==> src/rtl/segdisplay_bcd_if.sv <==
// Handshake and display-write bundle for segdisplay_bcd.
// The master modport is the value producer / display consumer side;
// the slave modport is the converter itself.
interface segdisplay_bcd_if;
   logic [31:0] in_data_i;
   logic        in_valid_i;
   logic        in_ready_o;
   logic [31:0] write_data_o;
   logic [3:0]  write_mask_o;
   logic        busy_o;

   modport master (
      output in_data_i,
      output in_valid_i,
      input  in_ready_o,
      input  write_data_o,
      input  write_mask_o,
      input  busy_o
   );

   modport slave (
      input  in_data_i,
      input  in_valid_i,
      output in_ready_o,
      output write_data_o,
      output write_mask_o,
      output busy_o
   );
endinterface

==> src/rtl/segdisplay_bcd.sv <==
// Binary to packed-BCD converter feeding an 8-digit display write port.
// Iterative double-dabble over operand bits [26:0], one bit per clock.
// Out-of-range inputs (above MAX_VALUE) skip conversion and report a fixed
// pattern: all 'E' digits by default, or all '9' digits when the macro
// SEGDISPLAY_BCD_SATURATE_EN is defined.
module segdisplay_bcd #(
   parameter int unsigned MAX_VALUE = 99_999_999
) (
   input  logic           clk_i,
   input  logic           reset_ni,
   segdisplay_bcd_if.slave bus
);

   typedef enum logic [1:0] {
      S_IDLE    = 2'd0,
      S_CONVERT = 2'd1,
      S_DONE    = 2'd2
   } state_e;

   localparam logic [31:0] MAX_V     = 32'(MAX_VALUE);
   localparam logic [4:0]  LAST_ITER = 5'd26;

`ifdef SEGDISPLAY_BCD_SATURATE_EN
   localparam logic [31:0] OOR_RESULT = 32'h9999_9999;
`else
   localparam logic [31:0] OOR_RESULT = 32'hEEEE_EEEE;
`endif

   state_e      state_q;
   logic [4:0]  cnt_q;
   logic [26:0] operand_q;
   logic [31:0] bcd_q;
   logic [31:0] bcd_next;
   logic [31:0] write_data_q;
   logic [3:0]  write_mask_q;
   logic        ready_q;
   logic        busy_q;
   logic        in_range;

   assign in_range = (bus.in_data_i <= MAX_V);

   // One double-dabble step: add 3 to every nibble >= 5, then shift in the next operand bit.
   always_comb begin
      logic [31:0] adj;
      // NOTE: combinational logic uses blocking '=' and assigns a default first, so no latch is inferred.
      adj = bcd_q;
      for (int i = 0; i < 8; i++) begin
         if (adj[4*i +: 4] >= 4'd5) begin
            adj[4*i +: 4] = adj[4*i +: 4] + 4'd3;
         end
      end
      bcd_next = (adj << 1) | {31'b0, operand_q[26]};
   end

   // Control FSM, iteration datapath and registered outputs.
   always_ff @(posedge clk_i) begin
      if (!reset_ni) begin
         // NOTE: operand_q and bcd_q are pure datapath, always reloaded at acceptance, so they carry no reset.
         state_q      <= S_IDLE;
         cnt_q        <= '0;
         write_data_q <= '0;
         write_mask_q <= '0;
         ready_q      <= 1'b1;
         busy_q       <= 1'b0;
      end else begin
         // NOTE: sequential state uses non-blocking '<=' so every register samples pre-edge values.
         unique case (state_q)
            S_IDLE: begin
               if (bus.in_valid_i && ready_q) begin
                  operand_q <= bus.in_data_i[26:0];
                  bcd_q     <= '0;
                  cnt_q     <= '0;
                  ready_q   <= 1'b0;
                  busy_q    <= 1'b1;
                  if (in_range) begin
                     state_q <= S_CONVERT;
                  end else begin
                     // Result is loaded on entry; the strobe follows one cycle later.
                     state_q      <= S_DONE;
                     write_data_q <= OOR_RESULT;
                  end
               end
            end

            S_CONVERT: begin
               operand_q <= {operand_q[25:0], 1'b0};
               bcd_q     <= bcd_next;
               cnt_q     <= cnt_q + 5'd1;
               if (cnt_q == LAST_ITER) begin
                  state_q      <= S_DONE;
                  write_data_q <= bcd_next;
                  write_mask_q <= 4'hF;
               end
            end

            S_DONE: begin
               // Leave after the single strobe cycle; an out-of-range entry
               // arrives without a strobe and raises it here first.
               if (write_mask_q == 4'hF) begin
                  state_q      <= S_IDLE;
                  write_mask_q <= 4'h0;
                  ready_q      <= 1'b1;
                  busy_q       <= 1'b0;
               end else begin
                  write_mask_q <= 4'hF;
               end
            end

            default: begin
               state_q      <= S_IDLE;
               write_mask_q <= 4'h0;
               ready_q      <= 1'b1;
               busy_q       <= 1'b0;
            end
         endcase
      end
   end

   assign bus.in_ready_o   = ready_q;
   assign bus.busy_o       = busy_q;
   assign bus.write_data_o = write_data_q;
   assign bus.write_mask_o = write_mask_q;

endmodule

==> src/flat_wrapper.sv <==
// flat-port wrapper written by rule: the top's interface ports become plain ports
module segdisplay_bcd_flat 
#(
   parameter int unsigned MAX_VALUE = 99_999_999
)
  (clk_i, reset_ni, bus_in_data_i, bus_in_valid_i, bus_in_ready_o, bus_write_data_o, bus_write_mask_o, bus_busy_o);
  segdisplay_bcd_if bus_i ();
  input  logic clk_i;
  input  logic reset_ni;
  input wire logic [$bits(bus_i.in_data_i)-1:0] bus_in_data_i;
  input wire logic [$bits(bus_i.in_valid_i)-1:0] bus_in_valid_i;
  output wire logic [$bits(bus_i.in_ready_o)-1:0] bus_in_ready_o;
  output wire logic [$bits(bus_i.write_data_o)-1:0] bus_write_data_o;
  output wire logic [$bits(bus_i.write_mask_o)-1:0] bus_write_mask_o;
  output wire logic [$bits(bus_i.busy_o)-1:0] bus_busy_o;
  assign bus_i.in_data_i = bus_in_data_i;
  assign bus_i.in_valid_i = bus_in_valid_i;
  assign bus_in_ready_o = bus_i.in_ready_o;
  assign bus_write_data_o = bus_i.write_data_o;
  assign bus_write_mask_o = bus_i.write_mask_o;
  assign bus_busy_o = bus_i.busy_o;
  segdisplay_bcd #(.MAX_VALUE(MAX_VALUE)) u_core (.clk_i(clk_i), .reset_ni(reset_ni), .bus(bus_i));
endmodule
==> config.mk <==
export PLATFORM = sky130hd
export DESIGN_NAME = segdisplay_bcd_flat
export DESIGN_NICKNAME = d
export VERILOG_FILES = /design/src/rtl/segdisplay_bcd_if.sv /design/src/rtl/segdisplay_bcd.sv /design/src/flat_wrapper.sv
export SDC_FILE = /design/constraint.sdc
export NUM_CORES = 1
export LEC_CHECK = 0
export BUFFER_PORTS_ARGS = -buffer_cell sky130_fd_sc_hd__buf_2
export CAP_MARGIN = 15
export CORE_MARGIN = 2
export CORE_UTILIZATION = 45
export DETAILED_ROUTE_END_ITERATION = 8
export GPL_ROUTABILITY_DRIVEN = 0
export HOLD_SLACK_MARGIN = 0.1
export PLACE_DENSITY = 0.65
export SETUP_SLACK_MARGIN = 0.3
export SLEW_MARGIN = 10
export SYNTH_ARGS = -nofsm -noshare
export SYNTH_HDL_FRONTEND = slang
export SYNTH_SLANG_ARGS = --single-unit
export TNS_END_PERCENT = 50
==> constraint.sdc <==
create_clock -name clk_i -period 3.3 [get_ports clk_i]
set_input_delay 0.495 -clock clk_i [delete_from_list [all_inputs] [get_ports clk_i]]
set_output_delay 0.495 -clock clk_i [all_outputs]
set_load 0.02 [all_outputs]
==> impl_metrics.yaml, run 1 <==
place:
  io_buffers: 72
  dp_hpwl_um: 6580
final_layout:
  syn2layout_area_growth_pct: 13.4
  antenna_cells: 0
  drive_above_1_share_pct: 30.2
  mostFrequentLayoutCells: "buf_2 (72), edfxtp_1 (59), a21oi_1 (44)"
  fill_cells: 945
  final_nets: 551
  final_common_cell: "buf_2"
clock_network:
  cts_root_buf: "clkbuf_8"
  cts_tree: "yes"
  htreeDepth: 3
  clockBufferDepth: 2
  ctsResizeCount: 0
  cts_buffers: 9
  cts_sinks: 101
  cts_setup_buffers: 0
  worst_skew_pair.late_latency_ns: 0.36
  hold_buffers: 0
  clk_pin_slew_ns: 0.09
timing:
  rsz0062_at_grt: "no"
  setup_violations: 0
  clock_skew_ns: 0.00735
  min_period_ns: 2.66
  worstMarginPinSlew_ns: 0.722
  max_slew_margin_pct: 51.9
  fmaxAchievable_mhz: 376
  fin_tns_setup_ns: 0
  maxSlewViolCount: 0
  period_share_pct: 80.5
  hold_ws_ns: 0.424
  final-hold-violation-count: 0
pwr:
  power_density_nw_per_um2: 816
  p_leak_uw: 0.00213
  vdd_drop_max_mv: 0.384
drt:
  vias: 3446
  drc: 0
  first_iter_violations: 123
  postRouteAntennaNets: 0
  viasPerCell: 5.38
  wl_um: 9560
  wl_per_cell_um: 14.9
  drtPass1Iterations: 4
logic_synthesis:
  synth_area_um2: 4930
  syn_avg_cell_area_um2: 11.5
  synthFlopType: "edfxtp_1"
  synthTopCellsByArea: "edfxtp_1 (36%), dfxtp_1 (17%), mux2_2 (7.1%)"
  syn_inst: 430
  yosys.area.top_type: "edfxtp_1"
  async_flop_share_pct: 0
  synth.distinct_cells: 44
  syn_nets: 486
  ys_seq_elements: 101
  synth_top_area_share_pct: 35.9
  seq_area_frac_synth_pct: 52.9
  yosysWarnings: 0
  synth-edff-count: 59
hold_path:
  min_path_type: "input port to flop"
critical_path:
  path_max_fanout: 56
  worstSetupPathType: "flop to flop"
  required_ns: 3.57
  arrival_ns: 2.93
  end_kind: "flop"
  cp-start-kind: "flop"
floorplanning:
  num_rows: 38
  core_um2: 10800
  fp.dieArea_um2: 11800
  dieHeight_um: 109
  initial_core_util_pct: 45.7
  io_pins: 73
  dieWidth_um: 109
global_routing:
  grt_pass1_wl_um: 15900
  grt-ovfl-total: 0
  grtUsageTotal_pct: 17.1
  grt_pass1_vias: 3443
  grt_max_degree: 57
  antenna_found_initial: 0
flow_run:
  maxCapViolCount: 0
outcome:
  status: "finished, final reports clean"
==> kinds of logic after synthesis <==
| logic type | Yosys count | synth area share, % |
|---|---|---|
| buf+inv | 51 | 4.59 |
| simple gates | 107 | 11.4 |
| xor+xnor | 18 | 3.19 |
| compound gates | 100 | 15.3 |
| mux | 32 | 7.28 |
| flops | 101 | 52.9 |
| fa+ha+maj | 21 | 5.32 |
==> critical path, cell delays in order (launching register included) <==
cell      delay, ns
dfxtp_1        0.34
inv_1          0.10
ha_2           0.19
buf_4          0.59
nand2_1        0.28
o211a_4        0.35
and2_1         0.22
buf_4          0.21
a311oi_1       0.27
==> worst paths after layout <==
check                                                 from                                  endpoint  cells past startpoint  slack [ns]
setup / recovery            u_core.state_q[1]$_SDFFE_PN0P_  u_core.bus.write_data_o[15]$_SDFFE_PN0P_                      8        0.64
hold reg to reg   u_core.bus.write_data_o[12]$_SDFFE_PN0P_  u_core.bus.write_data_o[12]$_SDFFE_PN0P_                      2        0.46
hold / removal                              bus_in_valid_i        u_core.bus.in_ready_o$_SDFFE_PN1P_                      3        0.42
setup reg to reg            u_core.state_q[1]$_SDFFE_PN0P_  u_core.bus.write_data_o[15]$_SDFFE_PN0P_                      8        0.64
==> synthesized netlist by cell type, types with 3 or more instances <==
| master | instances |
|---|---|
| nor3b_1 | 8 |
| nand4b_1 | 3 |
| edfxtp_1 | 59 |
| clkbuf_1 | 15 |
| xor2_1 | 10 |
| o21ai_0 | 14 |
| buf_6 | 3 |
| nor3_1 | 8 |
| o21ai_1 | 8 |
| nand4_1 | 11 |
| inv_1 | 23 |
| nand2_1 | 22 |
| buf_4 | 3 |
| a311oi_2 | 20 |
| a21oi_1 | 44 |
| mux2_2 | 31 |
| and2_1 | 7 |
| nand3_1 | 3 |
| nand2b_1 | 9 |
| buf_1 | 5 |
| nor2_1 | 30 |
| xnor2_1 | 8 |
| dfxtp_1 | 42 |
| ha_1 | 21 |
==> flip-flops by register name (all words and copies together) (netlist names) <==
signal / count
u_core.state_q: 2
u_core.operand_q: 27
u_core.bus.write_mask_o: 1
u_core.bus.write_data_o: 32
u_core.bus.busy_o: 1
u_core.bus.in_ready_o: 1
u_core.cnt_q: 5
u_core.bcd_q: 32
==> layout make-up <==
class	instances	area (um2)	area share, %
Multi-Input combinational cell	278	2100	37.5
Tap cell	140	175	3.13
Clock inverter	3	43.8	0.782
Clock buffer	13	149	2.66
Inverter	24	90.1	1.61
Timing Repair Buffer	81	428	7.64
Sequential cell	101	2610	46.7
==> routing by layer <==
layer	part of all wire, %	track usage [%]
met5	0	0
met4	1.2	6.04
met3	5.2	4.18
met2	51	30.5
met1	43	20.0
==> through the flow <==
| step | setup WS (ns) | instances | cell area (um2) | util (%) | power [uW] |
|---|---|---|---|---|---|
| after global placement | 0.742 | 624 | 5410 | 50.1 | 3790 |
| after detailed placement | 0.638 | 624 | 5410 | 50.1 | 3840 |
| after global routing | 0.411 | 640 | 5600 | 51.9 | 4890 |
| after CTS | 0.619 | 640 | 5600 | 51.9 | 4630 |
| final | 0.644 | 640 | 5600 | 51.9 | 4570 |
| after floorplan | 0.385 | 430 | 4930 | - | 3390 |
==> report_power, final <==
group	internal [uW]	leakage, uW	switching, uW
combinational	716	0.00113	1190
clock	374	0.0000942	404
sequential	1730	0.000899	162
total	2820	0.00213	1750
Power figures use the tool's default switching activity.
==> run 2, diff against run 1 <==
--- a/config.mk
+++ b/config.mk
@@ -12,7 +12,7 @@
 export DETAILED_ROUTE_END_ITERATION = 8
 export GPL_ROUTABILITY_DRIVEN = 0
 export HOLD_SLACK_MARGIN = 0.1
-export PLACE_DENSITY = 0.65
+export PLACE_DENSITY = 0.68
 export SETUP_SLACK_MARGIN = 0.3
 export SLEW_MARGIN = 10
 export SYNTH_ARGS = -nofsm -noshare
==> constraint.sdc (replaced) <==
create_clock -name clk_i -period 2.33 [get_ports clk_i]
set_input_delay 0.3495 -clock clk_i [delete_from_list [all_inputs] [get_ports clk_i]]
set_output_delay 0.3495 -clock clk_i [all_outputs]
set_load 0.02 [all_outputs]
==> impl_metrics.yaml, run 2 (same netlist as run 1, synthesis figures left out) <==
outcome:
  status: "finished, final reports clean"
clock_network:
  worst_skew_pair.late_latency_ns: 0.38
  htreeDepth: 3
  hold_buffers: 0
  cts_sinks: 101
  clk_pin_slew_ns: 0.09
  cts_buffers: 9
  cts_tree: "yes"
  clockBufferDepth: 2
  cts_root_buf: "clkbuf_8"
global_routing:
  grt_pass1_wl_um: 15800
  antenna_found_initial: 0
  grt_pass1_vias: 3386
  grt-ovfl-total: 0
  grtUsageTotal_pct: 17.1
  grt_max_degree: 54
place:
  dpl_cell_area_um2: 5450
  dp_hpwl_um: 6650
  io_buffers: 72
  pre_cts_ws_ns: 0.270
timing:
  period_share_pct: 83.4
  final-hold-violation-count: 0
  clock_skew_ns: 0.0107
  worstMarginPinSlew_ns: 0.713
  fin_tns_setup_ns: 0
  fmaxAchievable_mhz: 515
  maxSlewViolCount: 0
  setup_violations: 0
  max_slew_margin_pct: 52.5
  min_period_ns: 1.94
  rsz0062_at_grt: "no"
  setup_ws_ns: 0.387
drt:
  wl_um: 10000
  drc: 0
  viasPerCell: 5.37
  drtPass1Iterations: 4
  vias: 3451
  postRouteAntennaNets: 0
  first_iter_violations: 158
  wl_per_cell_um: 15.5
floorplanning:
  fp.dieArea_um2: 11800
  io_pins: 73
  core_um2: 10800
  num_rows: 38
  dieHeight_um: 109
  initial_core_util_pct: 45.7
  dieWidth_um: 109
critical_path:
  reg2reg_depth: 4
  end_kind: "flop"
  required_ns: 2.46
  path_max_fanout: 53
  worstSetupPathType: "flop to flop"
  arrival_ns: 2.07
  cp-start-kind: "flop"
final_layout:
  final_common_cell: "buf_2"
  final_nets: 554
  mostFrequentLayoutCells: "buf_2 (72), edfxtp_1 (59), a21oi_1 (41), dfxtp_1 (41), mux2_2 (31)"
  stdcell_area_um2: 5710
  antenna_cells: 0
  fill_cells: 926
  syn2layout_area_growth_pct: 15.6
  drive_above_1_share_pct: 32.4
pwr:
  power_uw: 6770
  power_density_nw_per_um2: 1190
  p_leak_uw: 0.00217
  vdd_drop_max_mv: 0.620
hold_path:
  min_path_type: "input port to flop"
  holdPathStages: 3
flow_run:
  maxCapViolCount: 0
[run 2: changes by cell type in the layout (fill, tap and decap cells not counted), moves of 2 or more]
cell and delta:
buf_12 +3, a21oi_1 -3, inv_1 -2, clkbuf_1 -3
inv_6 +2, clkinv_1 +3, buf_4 -2, and2_4 +2
a21oi_2 +3, inv_2 +2
[run 2: critical path: stages, from the launching register on]
cell     delay (ns)
dfxtp_2        0.35
inv_2          0.08
ha_2           0.23
buf_4          0.61
mux2_2         0.41
[run 2: layer usage]
layer  GRT usage [%]  share of wire (%)
met1            20.5                 45
met5               0                  0
met3            4.90                5.0
met4            5.68                1.1
met2            29.6                 49
[run 2: per-stage QoR]
step / std cells / hold slack [ns] / util (%)
after global placement: 625 / 0.441 / 50.5
after detailed placement: 625 / 0.445 / 50.5
after CTS: 641 / 0.241 / 52.3
after global routing: 643 / 0.253 / 52.9
after floorplan: 430 / 0.479 / -
final: 643 / 0.258 / 52.9
[run 2: layout make-up]
type | count | area [um2] | area share, %
Sequential cell | 101 | 2610 | 45.8
Multi-Input combinational cell | 278 | 2130 | 37.3
Timing Repair Buffer | 84 | 509 | 8.92
Tap cell | 140 | 175 | 3.07
Clock buffer | 9 | 124 | 2.17
Inverter | 24 | 90.1 | 1.58
Clock inverter | 7 | 63.8 | 1.12
[run 2: path summary, 6_finish.rpt]
path	start	end	slack [ns]
max	u_core.state_q[1]$_SDFFE_PN0P_	u_core.operand_q[3]$_DFFE_PP_	0.39
min reg2reg	u_core.bus.write_data_o[4]$_SDFFE_PN0P_	u_core.bus.write_data_o[4]$_SDFFE_PN0P_	0.46
min	bus_in_valid_i	u_core.bus.in_ready_o$_SDFFE_PN1P_	0.26
max reg2reg	u_core.state_q[1]$_SDFFE_PN0P_	u_core.operand_q[3]$_DFFE_PP_	0.39
[run 2: repair_timing]
item / CTS / global route
resized for setup: 1 / 11
endpoints found under the setup margin: 23 / 24
cloned: 0 / 1
pin swaps: 0 / 2
setup buffers: 0 / 1
[run 2: power by group]
| part | switching, uW | internal [uW] |
|---|---|---|
| combinational | 1780 | 1200 |
| clock | 615 | 492 |
| sequential | 231 | 2450 |
| total | 2630 | 4140 |
